===== config.mk =====
export PLATFORM = sky130hd
export DESIGN_NAME = run_perf_monitor
export DESIGN_NICKNAME = d
export VERILOG_FILES = /design/src/rtl/run_mon_pkg.sv /design/src/rtl/sat_counter.sv /design/src/rtl/run_perf_monitor.sv
export SDC_FILE = /design/constraint.sdc
export NUM_CORES = 1
export LEC_CHECK = 0
export CELL_PAD_IN_SITES_DETAIL_PLACEMENT = 0
export CELL_PAD_IN_SITES_GLOBAL_PLACEMENT = 1
export CORE_ASPECT_RATIO = 1.2
export CORE_MARGIN = 5
export CORE_UTILIZATION = 30
export DETAILED_ROUTE_END_ITERATION = 16
export PLACE_DENSITY_LB_ADDON = 0.1
export SYNTH_ARGS = -nofsm -noshare
export SYNTH_HDL_FRONTEND = slang
export SYNTH_HIERARCHICAL = 1
export SYNTH_SLANG_ARGS = --single-unit

===== constraint.sdc =====
create_clock -name clk -period 4.6 [get_ports clk]
set_input_delay 0.92 -clock clk [delete_from_list [all_inputs] [get_ports clk]]
set_output_delay 0.92 -clock clk [all_outputs]
set_load 0.01 [all_outputs]

===== src/rtl/run_mon_pkg.sv =====
// run_mon_pkg: shared state encoding and instruction constants for the run monitor
package run_mon_pkg;
  typedef enum logic [1:0] {IDLE, RUN, DRAIN, DONE} state_e;
  localparam logic [31:0] INSTR_ECALL  = 32'h00000073;
  localparam logic [31:0] INSTR_EBREAK = 32'h00100073;
endpackage


===== src/rtl/sat_counter.sv =====
// sat_counter: clearable up-counter that sticks at all-ones instead of wrapping
module sat_counter #(
  parameter int CNT_W = 32
) (
  input  logic             clk,
  input  logic             rst_n,
  input  logic             clr,
  input  logic             inc,
  output logic [CNT_W-1:0] q
);
  logic [CNT_W-1:0] q_q, q_d;
  always_comb q_d = clr ? '0 : (inc && !(&q_q)) ? q_q + CNT_W'(1) : q_q;
  always_ff @(posedge clk) begin
    if (!rst_n) q_q <= '0;
    else        q_q <= q_d;
  end
  assign q = q_q;
endmodule


===== src/rtl/run_perf_monitor.sv =====
// run_perf_monitor: run-control FSM with cycle/retire/event counters,
// cycle limit and retire watchdog for the sequential core
module run_perf_monitor
  import run_mon_pkg::*;
#(
  parameter int              XLEN         = 32,
  parameter int              NUM_EVT      = 4,
  parameter int              CNT_W        = 32,
  parameter int              MAX_CYCLES   = 1000,
  parameter int              WDOG_CYCLES  = 64,
  parameter int              DRAIN_CYCLES = 2,
  parameter logic [XLEN-1:0] HALT_INSTR   = XLEN'(INSTR_ECALL)
) (
  input  logic                     clk,
  input  logic                     rst_n,
  input  logic                     start,
  input  logic                     instr_valid,
  input  logic [XLEN-1:0]          instr,
  input  logic [XLEN-1:0]          pc,
  input  logic [NUM_EVT-1:0]       evt_in,
  output logic                     busy,
  output logic                     done,
  output logic                     halted,
  output logic                     timeout,
  output logic                     wdog_trip,
  output logic [XLEN-1:0]          halt_pc,
  output logic [CNT_W-1:0]         cycle_cnt,
  output logic [CNT_W-1:0]         retire_cnt,
  output logic [NUM_EVT*CNT_W-1:0] evt_cnt
);
  localparam logic [CNT_W-1:0] MAX_C   = CNT_W'(MAX_CYCLES);
  localparam logic [CNT_W-1:0] WDOG_C  = CNT_W'(WDOG_CYCLES);
  localparam logic [CNT_W-1:0] DRAIN_C = CNT_W'(DRAIN_CYCLES);

  if (CNT_W < 31 && MAX_CYCLES >= (1 << CNT_W)) begin : g_bad_max
    $error("MAX_CYCLES does not fit in CNT_W bits");
  end

  state_e           state_q, state_d;
  logic [CNT_W-1:0] wdog_q, wdog_d, drain_q, drain_d;
  logic [XLEN-1:0]  halt_pc_q, halt_pc_d;
  logic             halted_q, halted_d, timeout_q, timeout_d, wdog_trip_q, wdog_trip_d;
  logic             go, run, drn, halt_hit, lim_hit, wd_hit, drain_last;
  logic [CNT_W-1:0] wdog_nxt;

  always_ff @(posedge clk) begin
    if (!rst_n) state_q <= IDLE;
    else        state_q <= state_d;
  end

  always_comb begin
    go         = start && (state_q == IDLE || state_q == DONE);
    run        = state_q == RUN;
    drn        = state_q == DRAIN;
    wdog_nxt   = wdog_q + CNT_W'(1);
    halt_hit   = run && instr_valid && instr == HALT_INSTR;
    lim_hit    = run && MAX_CYCLES != 0 && cycle_cnt + CNT_W'(1) == MAX_C;
    wd_hit     = run && WDOG_CYCLES != 0 && !instr_valid && wdog_nxt == WDOG_C;
    drain_last = drn && drain_q == DRAIN_C;
    state_d    = go ? RUN :
                 halt_hit ? DRAIN :
                 (lim_hit || wd_hit || drain_last) ? DONE : state_q;
  end

  always_comb begin
    busy = state_q == RUN || state_q == DRAIN;
    done = state_q == DONE;
  end

  // Halt outranks both timeouts, and the cycle limit outranks the watchdog.
  always_comb begin
    halted_d    = go ? 1'b0 : drain_last ? 1'b1 : halted_q;
    timeout_d   = go ? 1'b0 : (!halt_hit && (lim_hit || wd_hit)) ? 1'b1 : timeout_q;
    wdog_trip_d = go ? 1'b0 : (!halt_hit && !lim_hit && wd_hit) ? 1'b1 : wdog_trip_q;
    halt_pc_d   = go ? '0 : halt_hit ? pc : halt_pc_q;
    wdog_d      = go ? '0 : run ? (instr_valid ? '0 : wdog_nxt) : wdog_q;
    drain_d     = (go || halt_hit) ? '0 : drn ? drain_q + CNT_W'(1) : drain_q;
  end

  always_ff @(posedge clk) begin
    if (!rst_n) begin
      halted_q    <= 1'b0;
      timeout_q   <= 1'b0;
      wdog_trip_q <= 1'b0;
      halt_pc_q   <= '0;
      wdog_q      <= '0;
      drain_q     <= '0;
    end else begin
      halted_q    <= halted_d;
      timeout_q   <= timeout_d;
      wdog_trip_q <= wdog_trip_d;
      halt_pc_q   <= halt_pc_d;
      wdog_q      <= wdog_d;
      drain_q     <= drain_d;
    end
  end

  assign halted    = halted_q;
  assign timeout   = timeout_q;
  assign wdog_trip = wdog_trip_q;
  assign halt_pc   = halt_pc_q;

  sat_counter #(.CNT_W(CNT_W)) u_cycle (
    .clk(clk), .rst_n(rst_n), .clr(go), .inc(run || drn), .q(cycle_cnt)
  );

  sat_counter #(.CNT_W(CNT_W)) u_retire (
    .clk(clk), .rst_n(rst_n), .clr(go), .inc(run && instr_valid), .q(retire_cnt)
  );

  for (genvar i = 0; i < NUM_EVT; i++) begin : g_evt
    sat_counter #(.CNT_W(CNT_W)) u_evt (
      .clk(clk), .rst_n(rst_n), .clr(go), .inc((run || drn) && evt_in[i]),
      .q(evt_cnt[i*CNT_W +: CNT_W])
    );
  end
endmodule


After elaboration in Yosys (flattened, before gate mapping)

Cells that the tools add are included.

Add/subtract/negate cells: 8
Equal/unequal tests: 7
Muxes and demuxes: 4
Bitwise operators: 1
Reductions and logical operators: 45

Operators with widths:

| kind                                            | number |
|---|---|
| adder 32 x 1 -> 32 bit, second input constant   | 8 |
| AND reduction 32 bit                            | 6 |
| == test 32 x 7 -> 1 bit, second input constant  | 2 |
| == test 32 x 10 -> 1 bit, second input constant | 1 |
| == test 32 x 2 -> 1 bit, second input constant  | 1 |
| 2-to-1 mux 32 bit                               | 1 |
| logical AND 1 bit                               | 20 |
| zero test 1 bit                                 | 9 |
| logical OR 1 bit                                | 5 |
| == test 2 bit, second input constant            | 2 |
| 2-to-1 mux 2 bit                                | 2 |
| OR reduction 2 bit                              | 2 |
| nonzero test 3 bit                              | 1 |
| == test 2 x 1 -> 1 bit, second input constant   | 1 |
| zero test 2 bit                                 | 1 |
| nonzero test 2 bit                              | 1 |
| 2-to-1 mux 1 bit                                | 1 |
| NOT 1 bit                                       | 1 |

Register bits: 293
Bits of input ports: 72
Output and inout port bits: 229
Word-level logic and storage cells: 79

Depth between registers and ports, before layout

Gate-level depths: netlist of the first run.

Depth after elaboration: 8
Depth in mapped cells: 11
Gate-level depth less buffers: 9

Hierarchy

Netlist of the first run, hierarchy kept.

Modules (own cells, without submodules):

| module           | times used | cells each | area each (um^2) | sequential area each (um^2) |
|---|---|---|---|---|
| sat_counter      | 6          | 203        | 1634.1           | 640.6 |
| run_perf_monitor | 1          | 707        | 5646.7           | 2021.9 |

Worst setup path before layout of the first run

No wires, ideal clock.

Kind: register to register
From: reg wdog_q[0]
To: reg timeout_q (netlist: timeout)
Arrival time: 2.789 ns
Data required time: 4.530 ns
Setup slack: 1.741 ns
Stages on the path, launching flop included: 11
Buffers on the path: 1
Clock period less this slack: 2.859 ns
Cells stage by stage: dfxtp_1 -> ha_1 -> nand3_2 -> or4_4 -> buf_6 -> or3_4 -> mux2_4 -> nand4b_2 -> a2111oi_4 -> o21ai_1 -> a21oi_1

Word-level cells in the longest chain between the ends: 5

Ends and longest elaborated chain:

| what                    | RTL line               | RTL |
|---|---|---|
| start, declared         | run_perf_monitor.sv:40 | `logic [CNT_W-1:0] wdog_q, wdog_d, drain_q, drain_d;` |
| start signal, assigned  | run_perf_monitor.sv:93 | `wdog_q <= wdog_d;` |
| adder 32 x 1 -> 32 bit  | run_perf_monitor.sv:55 | `wdog_nxt = wdog_q + CNT_W'(1);` |
| == test 32 x 7 -> 1 bit | run_perf_monitor.sv:58 | `wd_hit = run && WDOG_CYCLES != 0 && !instr_valid && wdog_nxt == WDOG_C;` |
| logical AND 1 bit       | run_perf_monitor.sv:58 |  |
| logical OR 1 bit        | run_perf_monitor.sv:73 | `timeout_d = go ? 1'b0 : (!halt_hit && (lim_hit \|\| wd_hit)) ? 1'b1 : timeout_q;` |
| logical AND 1 bit       | run_perf_monitor.sv:73 |  |
| end signal, assigned    | run_perf_monitor.sv:90 | `timeout_q <= timeout_d;` |
| end, declared           | run_perf_monitor.sv:42 | `logic halted_q, halted_d, timeout_q, timeout_d, wdog_trip_q, wdog_trip_d;` |

No other way between the ends.
A chain may end at the register's enable or synchronous reset.

Worst setup path in the final report of the first run

From: reg state_q[0]
To: out busy

Word-level cells in the longest chain between the ends: 2
Elaborated cells between the ends (all ways): 3
Classes of those cells: 2 x eq/ne; 1 x reduce/logical

Ends and longest elaborated chain:

| what                                                    | RTL line               | RTL |
|---|---|---|
| start, declared                                         | run_perf_monitor.sv:39 | `state_e state_q, state_d;` |
| start signal, assigned                                  | run_perf_monitor.sv:48 | `else state_q <= state_d;` |
| == test 2 x 1 -> 1 bit or == test 2 bit (tied branches) | run_perf_monitor.sv:66 | `busy = state_q == RUN \|\| state_q == DRAIN;` |
| logical OR 1 bit (*)                                    | run_perf_monitor.sv:66 |  |
| end, declared                                           | run_perf_monitor.sv:21 | `output logic busy,` |

Mark *: on every way between the ends. The rest lies on a longest branch, timed or not.

==> results.txt, run 1 <==
----------------------------------------------------
[Worst setup path]
  Worst endpoint data arrival time ... 2.46 ns
  Startpoint types ... register
  Critical Setup Path Class ... reg -> out
  Maximum fanout count along the critical path ... 7
  Data required time at the worst endpoint ... 3.68 ns
  CP endpoint kind ... output pin

[Route]
  Count of routing violations after the opening detailed-route iteration ... between 700 and 800
  Final antenna-violating net count ... 0
  Number of remaining DRC errors ... 0
  Number of optimization iterations in the first detailed-route pass ... 7
  DR WL/cell ... 17.8 um
  Post-detailed-routing wire length ... slightly above 50000 um
  Routed vias ... 15605
  Via density per instance ... 5.42

[Synthesis]
  Count of flip-flops with a built-in enable after synthesis ... 0
  Fraction of synthesized cell area taken by the top area cell type ... between 30% and 40%
  FF+latch count, synth ... 293
  Number of cells produced by synthesis ... a little under 2000
  Async set-or-reset flop fraction in the synthesized netlist ... 0%
  Number of different library cells in the post-synthesis netlist ... 69
  Leading area contributor after synthesis ... sky130_fd_sc_hd__dfxtp_1
  Commonest register cell after synthesis ... sky130_fd_sc_hd__dfxtp_1
  YS warnings ... 6
  Post-Syn Area ... roughly 15000 um^2
  Cell types occupying the most area after synthesis ... sky130_fd_sc_hd__dfxtp_1 (38%), sky130_fd_sc_hd__a21oi_1 (5.7%), sky130_fd_sc_hd__o21ai_0 (5.2%)
  Post-synth net total ... 2009
  Sequential-to-total area share from yosys stat ... 38.0%
  Average size of a mapped cell ... 8.03 um^2

[STA]
  Clock Skews ... 0.0120 ns
  Final Critical Period ... approximately 3.4 ns
  Accumulated negative setup slack ... 0 ns
  Minimum setup slack in the final design ... 1.22 ns
  Final hold violation count ... 0
  Number of failing setup endpoints in the final timing report ... 0
  Max-Slew Margin vs Limit ... 17.0%
  Unrepaired setup endpoints after global routing ... false
  Slew at the pin with the worst max-slew slack ... 1.23 ns
  Fin. max-slew vios ... 0
  Highest clock frequency the design can meet ... roughly 0.30 GHz
  Final worst-path cycle share ... about 73%

[Floorplan]
  Starting density of the core ... 30.2%
  Top-Level Pins ... 301
  Die area ... 56200 um^2
  Die outline height ... 259 um
  Core box area ... approximately 51000 um^2
  # rows ... 91
  Horizontal die dimension ... about 220 um

[CTS]
  CTS tree ... yes
  Number of sinks on the clock net ... 293
  TritonCTS Buffers ... 39
  Worst-case clock buffer depth ... 3
  Source-to-sink clock delay at the later pin of the worst-skew pair ... 0.54 ns
  Hold bufs inserted after CTS ... 0
  PostCTS Resize Cnt ... 0
  H-tree Lvls ... 2
  Clock transition at the registers of the reported paths ... 0.06 ns
  Total setup buffers inserted after CTS ... 0
  Root buf cell ... sky130_fd_sc_hd__clkbuf_16

[Layout]
  Synth-to-layout area growth ... 31.9%
  Layout cell share with drive strength beyond 1 ... 6.86%
  Diode insertion count for antenna repair ... 0
  Total number of nets in the final design ... approximately 2300
  Most common cell after layout, fill and taps aside ... sky130_fd_sc_hd__clkdlybuf4s50_1
  Final Non-Filler Cells ... 2881
  Final Core Density ... 39.8%
  Commonest cells after routing, fill and taps aside ... sky130_fd_sc_hd__clkdlybuf4s50_1 (300), sky130_fd_sc_hd__dfxtp_1 (293), sky130_fd_sc_hd__nand2_1 (175), sky130_fd_sc_hd__a21oi_1 (175), sky130_fd_sc_hd__o21ai_0 (159)

[Placement]
  Final HPWL DP ... 37100 um
  Post-Place Setup Slack ... 1.06 ns
  Buffers added on ports ... 300
  Number of placed instances, taps included ... 2812
  Placer congestion estimate ... 0.796

[Power]
  Share of total power consumed by net switching ... 22.2%
  Leakage power total ... 6.12 nW
  Part of the power in registers ... 43.3%
  Share of power burned in combinational logic ... 3.7%
  P_int ... ~0.0046 W
  Maximum vdd drop ... 213 uV
  Power density over the cells ... 289 nW/um^2
  Part of the total power dissipated in the clock network ... 53.0%
  Net Switching ... 0.00131 W

[Global routing]
  Wire length of the first global-routing pass ... 81900 um
  Residual overflow from global routing ... 0
  Pin count of the biggest net entering global routing ... 69
  Vias in the first global route ... 14997
  Global-route usage over all layers ... 17.5%
  Antenna violations before repair ... 0

[Hold path]
  Type of the most critical hold path ... reg -> reg

[Status]
  Outcome ... finished, final reports clean

[Run]
  Max-cap violation count ... 0

----------------------------------------------------
==> cells in the mapped netlist, drive strengths merged (41+ instances only) <==
library cell and number:
dfxtp 293, nand2 177, a21oi 175, o21ai 160
nor2 146, or3 119, nand3 104, nand4 77
nor3 53, or4 53, clkbuf 52, nor4 50
o31ai 48, and4 45, and3 43, mux2i 41
==> metal layers <==
metal | routed length (um) | up-vias | global-route usage [%]
met1 | 22600 | 7383 | 21.7
li1 | - | 7801 | -
met4 | 1060 | 0 | 4.42
met5 | 0 | - | 0
met2 | 25000 | 360 | 30.8
met3 | 2760 | 61 | 3.94
==> critical path, cell delays in order, from the launching register on <==
cell                              delay [ns]
sky130_fd_sc_hd__dfxtp_1                0.41
sky130_fd_sc_hd__inv_1                  0.07
sky130_fd_sc_hd__ha_1                   0.62
sky130_fd_sc_hd__inv_1                  0.27
sky130_fd_sc_hd__clkdlybuf4s50_1        0.54
==> power by group through the flow <==
stage / Clock [W] / Sequential, W / Combinational (W)
4_1_cts: 0.00325 / 0.00255 / 0.000221
6_report: 0.00312 / 0.00255 / 0.000216
5_1_grt: 0.00334 / 0.00255 / 0.000237
2_1_floorplan: 0 / 0.00260 / 0.0000961
3_5_place_dp: 0 / 0.00260 / 0.000220
3_3_place_gp: 0 / 0.00260 / 0.000218
==> registers in the layout, summed over array words and instances (netlist names) <==
| name | cells |
|---|---|
| g_evt.u_evt/q | 128 |
| timeout | 1 |
| wdog_trip | 1 |
| halted | 1 |
| halt_pc | 32 |
| state_q | 2 |
| drain_q | 32 |
| wdog_q | 32 |
| u_retire/q | 32 |
| u_cycle/q | 32 |
==> through the flow <==
| stage | cell area [um^2] | hold slack, ns | total power (W) |
|---|---|---|---|
| floorplan | 15500 | 0.467 | 0.00270 |
| detailed placement | 19100 | 0.469 | 0.00282 |
| CTS | 20400 | 0.477 | 0.00602 |
| finish | 20400 | 0.463 | 0.00589 |
| global route | 20400 | 0.508 | 0.00613 |
| global placement | 19100 | 0.454 | 0.00282 |
==> logic make-up after synthesis <==
family	Yosys count	synth area share, %
xor+xnor	59	3.34
compound gates	445	16.4
simple gates	958	35.5
flops	293	38.0
fa+ha+maj	12	0.972
mux	43	2.83
buf+inv	115	3.04
==> path summary, 6_finish.rpt <==
kind | startpoint | end | slack, ns | cells past startpoint
worst max-delay path | state_q[0] | busy | 1.22 | 4
worst min-delay path | wdog_trip | wdog_trip | 0.46 | 2
worst max register to register | state_q[0] | u_cycle/q[25] | 1.36 | 9
worst min register to register | wdog_trip | wdog_trip | 0.46 | 2
==> area by class of cell <==
class,count,area [um^2]
Inverter,31,116
Sequential cell,293,5870
Clock buffer,58,1150
Multi-Input combinational cell,1517,9120
Tap cell,651,815
Fill cell,5247,30900
Clock inverter,11,160
Timing Repair Buffer,320,3150
Note: power is estimated with default switching activity, not from simulation.
==> run 2: changes to the inputs <==
==> constraint.sdc (replaced) <==
create_clock -name clk -period 3.5 [get_ports clk]
set_input_delay 0.7 -clock clk [delete_from_list [all_inputs] [get_ports clk]]
set_output_delay 0.7 -clock clk [all_outputs]
set_load 0.01 [all_outputs]
==> results.txt, run 2 (synthesized netlist as in run 1, its figures left out) <==
----------------------------------------------------
[Floorplan]
  Die area ... 56200 um^2 (unchanged)
  Horizontal die dimension ... 217 um (unchanged)
  Top-Level Pins ... 301 (unchanged)
  Starting density of the core ... 30.2% (unchanged)
  # rows ... 91 (unchanged)
  Die outline height ... 259 um (unchanged)
  Core box area ... 51200 um^2 (unchanged)

[Worst setup path]
  Buffers and inverters on the worst path ... 0 (-3)
  Data required time at the worst endpoint ... 3.97 ns (+0.29 ns)
  Worst r2r path cells ... 9 (unchanged)
  Critical Path Source ... wdog_q[1]
  Crit Reg-Reg Startpoint ... wdog_q[1]
  Startpoint types ... register
  Worst endpoint data arrival time ... 3.65 ns (+1.19 ns)
  End of the worst register-to-register path ... timeout
  Family with the most delay on the worst path ... simple AND/OR/NAND/NOR gates
  Master of the slowest instance on the critical path ... sky130_fd_sc_hd__or4_4
  Delay of the slowest cell on the worst path ... 0.66 ns (+0.04 ns)
  Critical Setup Path Class ... reg -> reg
  Ordered cell list for the critical path ... ha_1 > nand3_2 > or4_4 > or3_4 > mux2_4 > nand4b_2 > a2111oi_4 > o21ai_1 > a21oi_1
  Maximum fanout count along the critical path ... 9 (+2)
  Flop2flop setup slack ... 0.32 ns (-1.04 ns)
  Crit. path cell count ... 9 (+5)
  CP endpoint kind ... register
  Last element of the critical path ... timeout

[STA]
  Unrepaired setup endpoints after global routing ... false
  Final worst-path cycle share ... around 91%
  Final Critical Period ... about 3.2 ns
  Clock Skews ... 0.0231 ns (+0.0111 ns)
  Max-Slew Margin vs Limit ... 35.9% (+19 points)
  Highest clock frequency the design can meet ... ~0.31 GHz
  Final hold violation count ... 0 (unchanged)
  Fin. max-slew vios ... 0 (unchanged)
  Accumulated negative setup slack ... 0 ns (unchanged)
  Number of failing setup endpoints in the final timing report ... 0 (unchanged)
  Slew at the pin with the worst max-slew slack ... 0.946 ns (-0.287 ns)

[CTS]
  CTS tree ... yes
  Source-to-sink clock delay at the later pin of the worst-skew pair ... 0.55 ns (about the same)
  Hold bufs inserted after CTS ... 0 (unchanged)
  Root buf cell ... sky130_fd_sc_hd__clkbuf_16
  Number of sinks on the clock net ... 293 (unchanged)
  H-tree Lvls ... 2 (unchanged)
  Clock transition at the registers of the reported paths ... 0.06 ns (about the same)
  TritonCTS Buffers ... 38 (-2.6%)
  PostCTS Resize Cnt ... 0 (unchanged)
  Worst-case clock buffer depth ... 3 (unchanged)
  Total setup buffers inserted after CTS ... 0 (unchanged)

[Layout]
  Commonest cells after routing, fill and taps aside ... sky130_fd_sc_hd__clkdlybuf4s50_1 (300), sky130_fd_sc_hd__dfxtp_1 (293), sky130_fd_sc_hd__nand2_1 (175), sky130_fd_sc_hd__a21oi_1 (175), sky130_fd_sc_hd__o21ai_0 (159)
  Sequential standard cell area ... 5870 um^2 (unchanged)
  Footprint of the multi-input gates ... 9120 um^2 (unchanged)
  Diode insertion count for antenna repair ... 0 (unchanged)
  # fillers ... 5214 (-0.63%)
  Flip-flop count of the largest register after layout ... 128 (unchanged)
  Post-route cell area ... 20600 um^2 (+0.88%)
  Synth-to-layout area growth ... 33.1%
  Layout cell share with drive strength beyond 1 ... 8.15% (+1.3 points)
  Total number of nets in the final design ... 2318 (+1.4%)
  Most common cell after layout, fill and taps aside ... sky130_fd_sc_hd__clkdlybuf4s50_1

[Power]
  Leakage power total ... 6.25 nW (+2.1%)
  P_int ... 0.00578 W (+26%)
  Power density over the cells ... 363 nW/um^2 (+26%)
  Net Switching ... 0.00168 W (+28%)
  Maximum vdd drop ... 313 uV (+47%)
  Part of the total power dissipated in the clock network ... 51.0% (-2.0 points)
  Part of the power in registers ... 44.9% (+1.6 points)
  Share of power burned in combinational logic ... 4.1% (+0.4 points)
  Share of total power consumed by net switching ... 22.5% (+0.25 points)

[Global routing]
  Fraction of met2 tracks used by global routing ... 31.2% (+0.43 points)
  Wire length of the first global-routing pass ... 83000 um (+1.3%)
  Global-route usage over all layers ... 17.7% (+0.23 points)
  Layer carrying the most global-route usage ... met2
  Met3 track utilization from global routing ... 3.83% (-0.11 points)
  Antenna violations before repair ... 1 (+1)
  Residual overflow from global routing ... 0 (unchanged)
  Met1 track utilization from global routing ... 22.2% (+0.49 points)
  Pin count of the biggest net entering global routing ... 45 (-35%)
  Vias in the first global route ... 15134 (+0.91%)

[Placement]
  Total cell area at the placement stage ... 19400 um^2 (+1.5%)
  Buffers added on ports ... 300 (unchanged)
  Final HPWL DP ... 38200 um (+2.9%)
  Placer congestion estimate ... 0.822 (+3.3%)

[Route]
  Count of routing violations after the opening detailed-route iteration ... 803 (+6.4%)
  Via density per instance ... 5.43 (+0.31%)
  DR WL/cell ... 17.9 um (+0.54%)
  Post-detailed-routing wire length ... 52100 um (+1.5%)
  Number of remaining DRC errors ... 0 (unchanged)
  Number of optimization iterations in the first detailed-route pass ... 5 (-2)
  Final antenna-violating net count ... 0 (unchanged)
  Routed vias ... 15800 (+1.2%)

[Status]
  Outcome ... finished, final reports clean

[Hold path]
  Type of the most critical hold path ... reg -> reg

[Run]
  Max-cap violation count ... 0 (unchanged)

----------------------------------------------------
[run 2: cell type report]
type	count	area share (%)
multi-input combinational	1517	44.4
clock inverter	7	0.310
sequential	293	28.5
timing repair buffer	353	16.7
tap	651	3.96
clock buffer	56	5.54
inverter	31	0.566
[run 2: per-layer routing]
| metal | wire length, um | vias up |
|---|---|---|
| met5 | 0 | - |
| met4 | 1000 | 0 |
| met3 | 2820 | 64 |
| met2 | 25500 | 365 |
| met1 | 22800 | 7502 |
| li1 | - | 7869 |
[run 2: how the worst min path moves through the flow]
stage	start	endpoint	slack, ns	cells after the start
after detailed placement	wdog_trip	wdog_trip	0.45	2
final	wdog_trip	wdog_trip	0.45	2
after global placement	timeout	timeout	0.44	2
after CTS	wdog_trip	wdog_trip	0.46	2
after floorplan	drain_q[27]	drain_q[27]	0.47	2
after global routing	timeout	timeout	0.48	2
[run 2: power groups by stage]
stage          Sequential [W]  Combinational, W  Clock (W)
2_1_floorplan         0.00342          0.000126          0
3_3_place_gp          0.00342          0.000311          0
3_5_place_dp          0.00342          0.000311          0
4_1_cts               0.00335          0.000312    0.00399
5_1_grt               0.00335          0.000335    0.00411
6_report              0.00335          0.000305    0.00381
[run 2: stage by stage]
stage,power [W],util [%],hold WS [ns],cells,setup slack [ns]
2_1_floorplan,0.00355,-,0.467,1925,0.641
3_3_place_gp,0.00373,37.8,0.444,2845,0.328
3_5_place_dp,0.00373,37.8,0.451,2845,0.333
4_1_cts,0.00766,40.1,0.460,2908,0.205
5_1_grt,0.00780,40.1,0.482,2908,0.100
6_report,0.00746,40.1,0.453,2908,0.317
[run 2: worst register-to-register path, stage by stage, from the launching register on]
cell	delay, ns
sky130_fd_sc_hd__dfxtp_1	0.43
sky130_fd_sc_hd__ha_1	0.30
sky130_fd_sc_hd__nand3_2	0.22
sky130_fd_sc_hd__or4_4	0.66
sky130_fd_sc_hd__or3_4	0.43
sky130_fd_sc_hd__mux2_4	0.21
sky130_fd_sc_hd__nand4b_2	0.12
sky130_fd_sc_hd__a2111oi_4	0.45
sky130_fd_sc_hd__o21ai_1	0.14
sky130_fd_sc_hd__a21oi_1	0.15
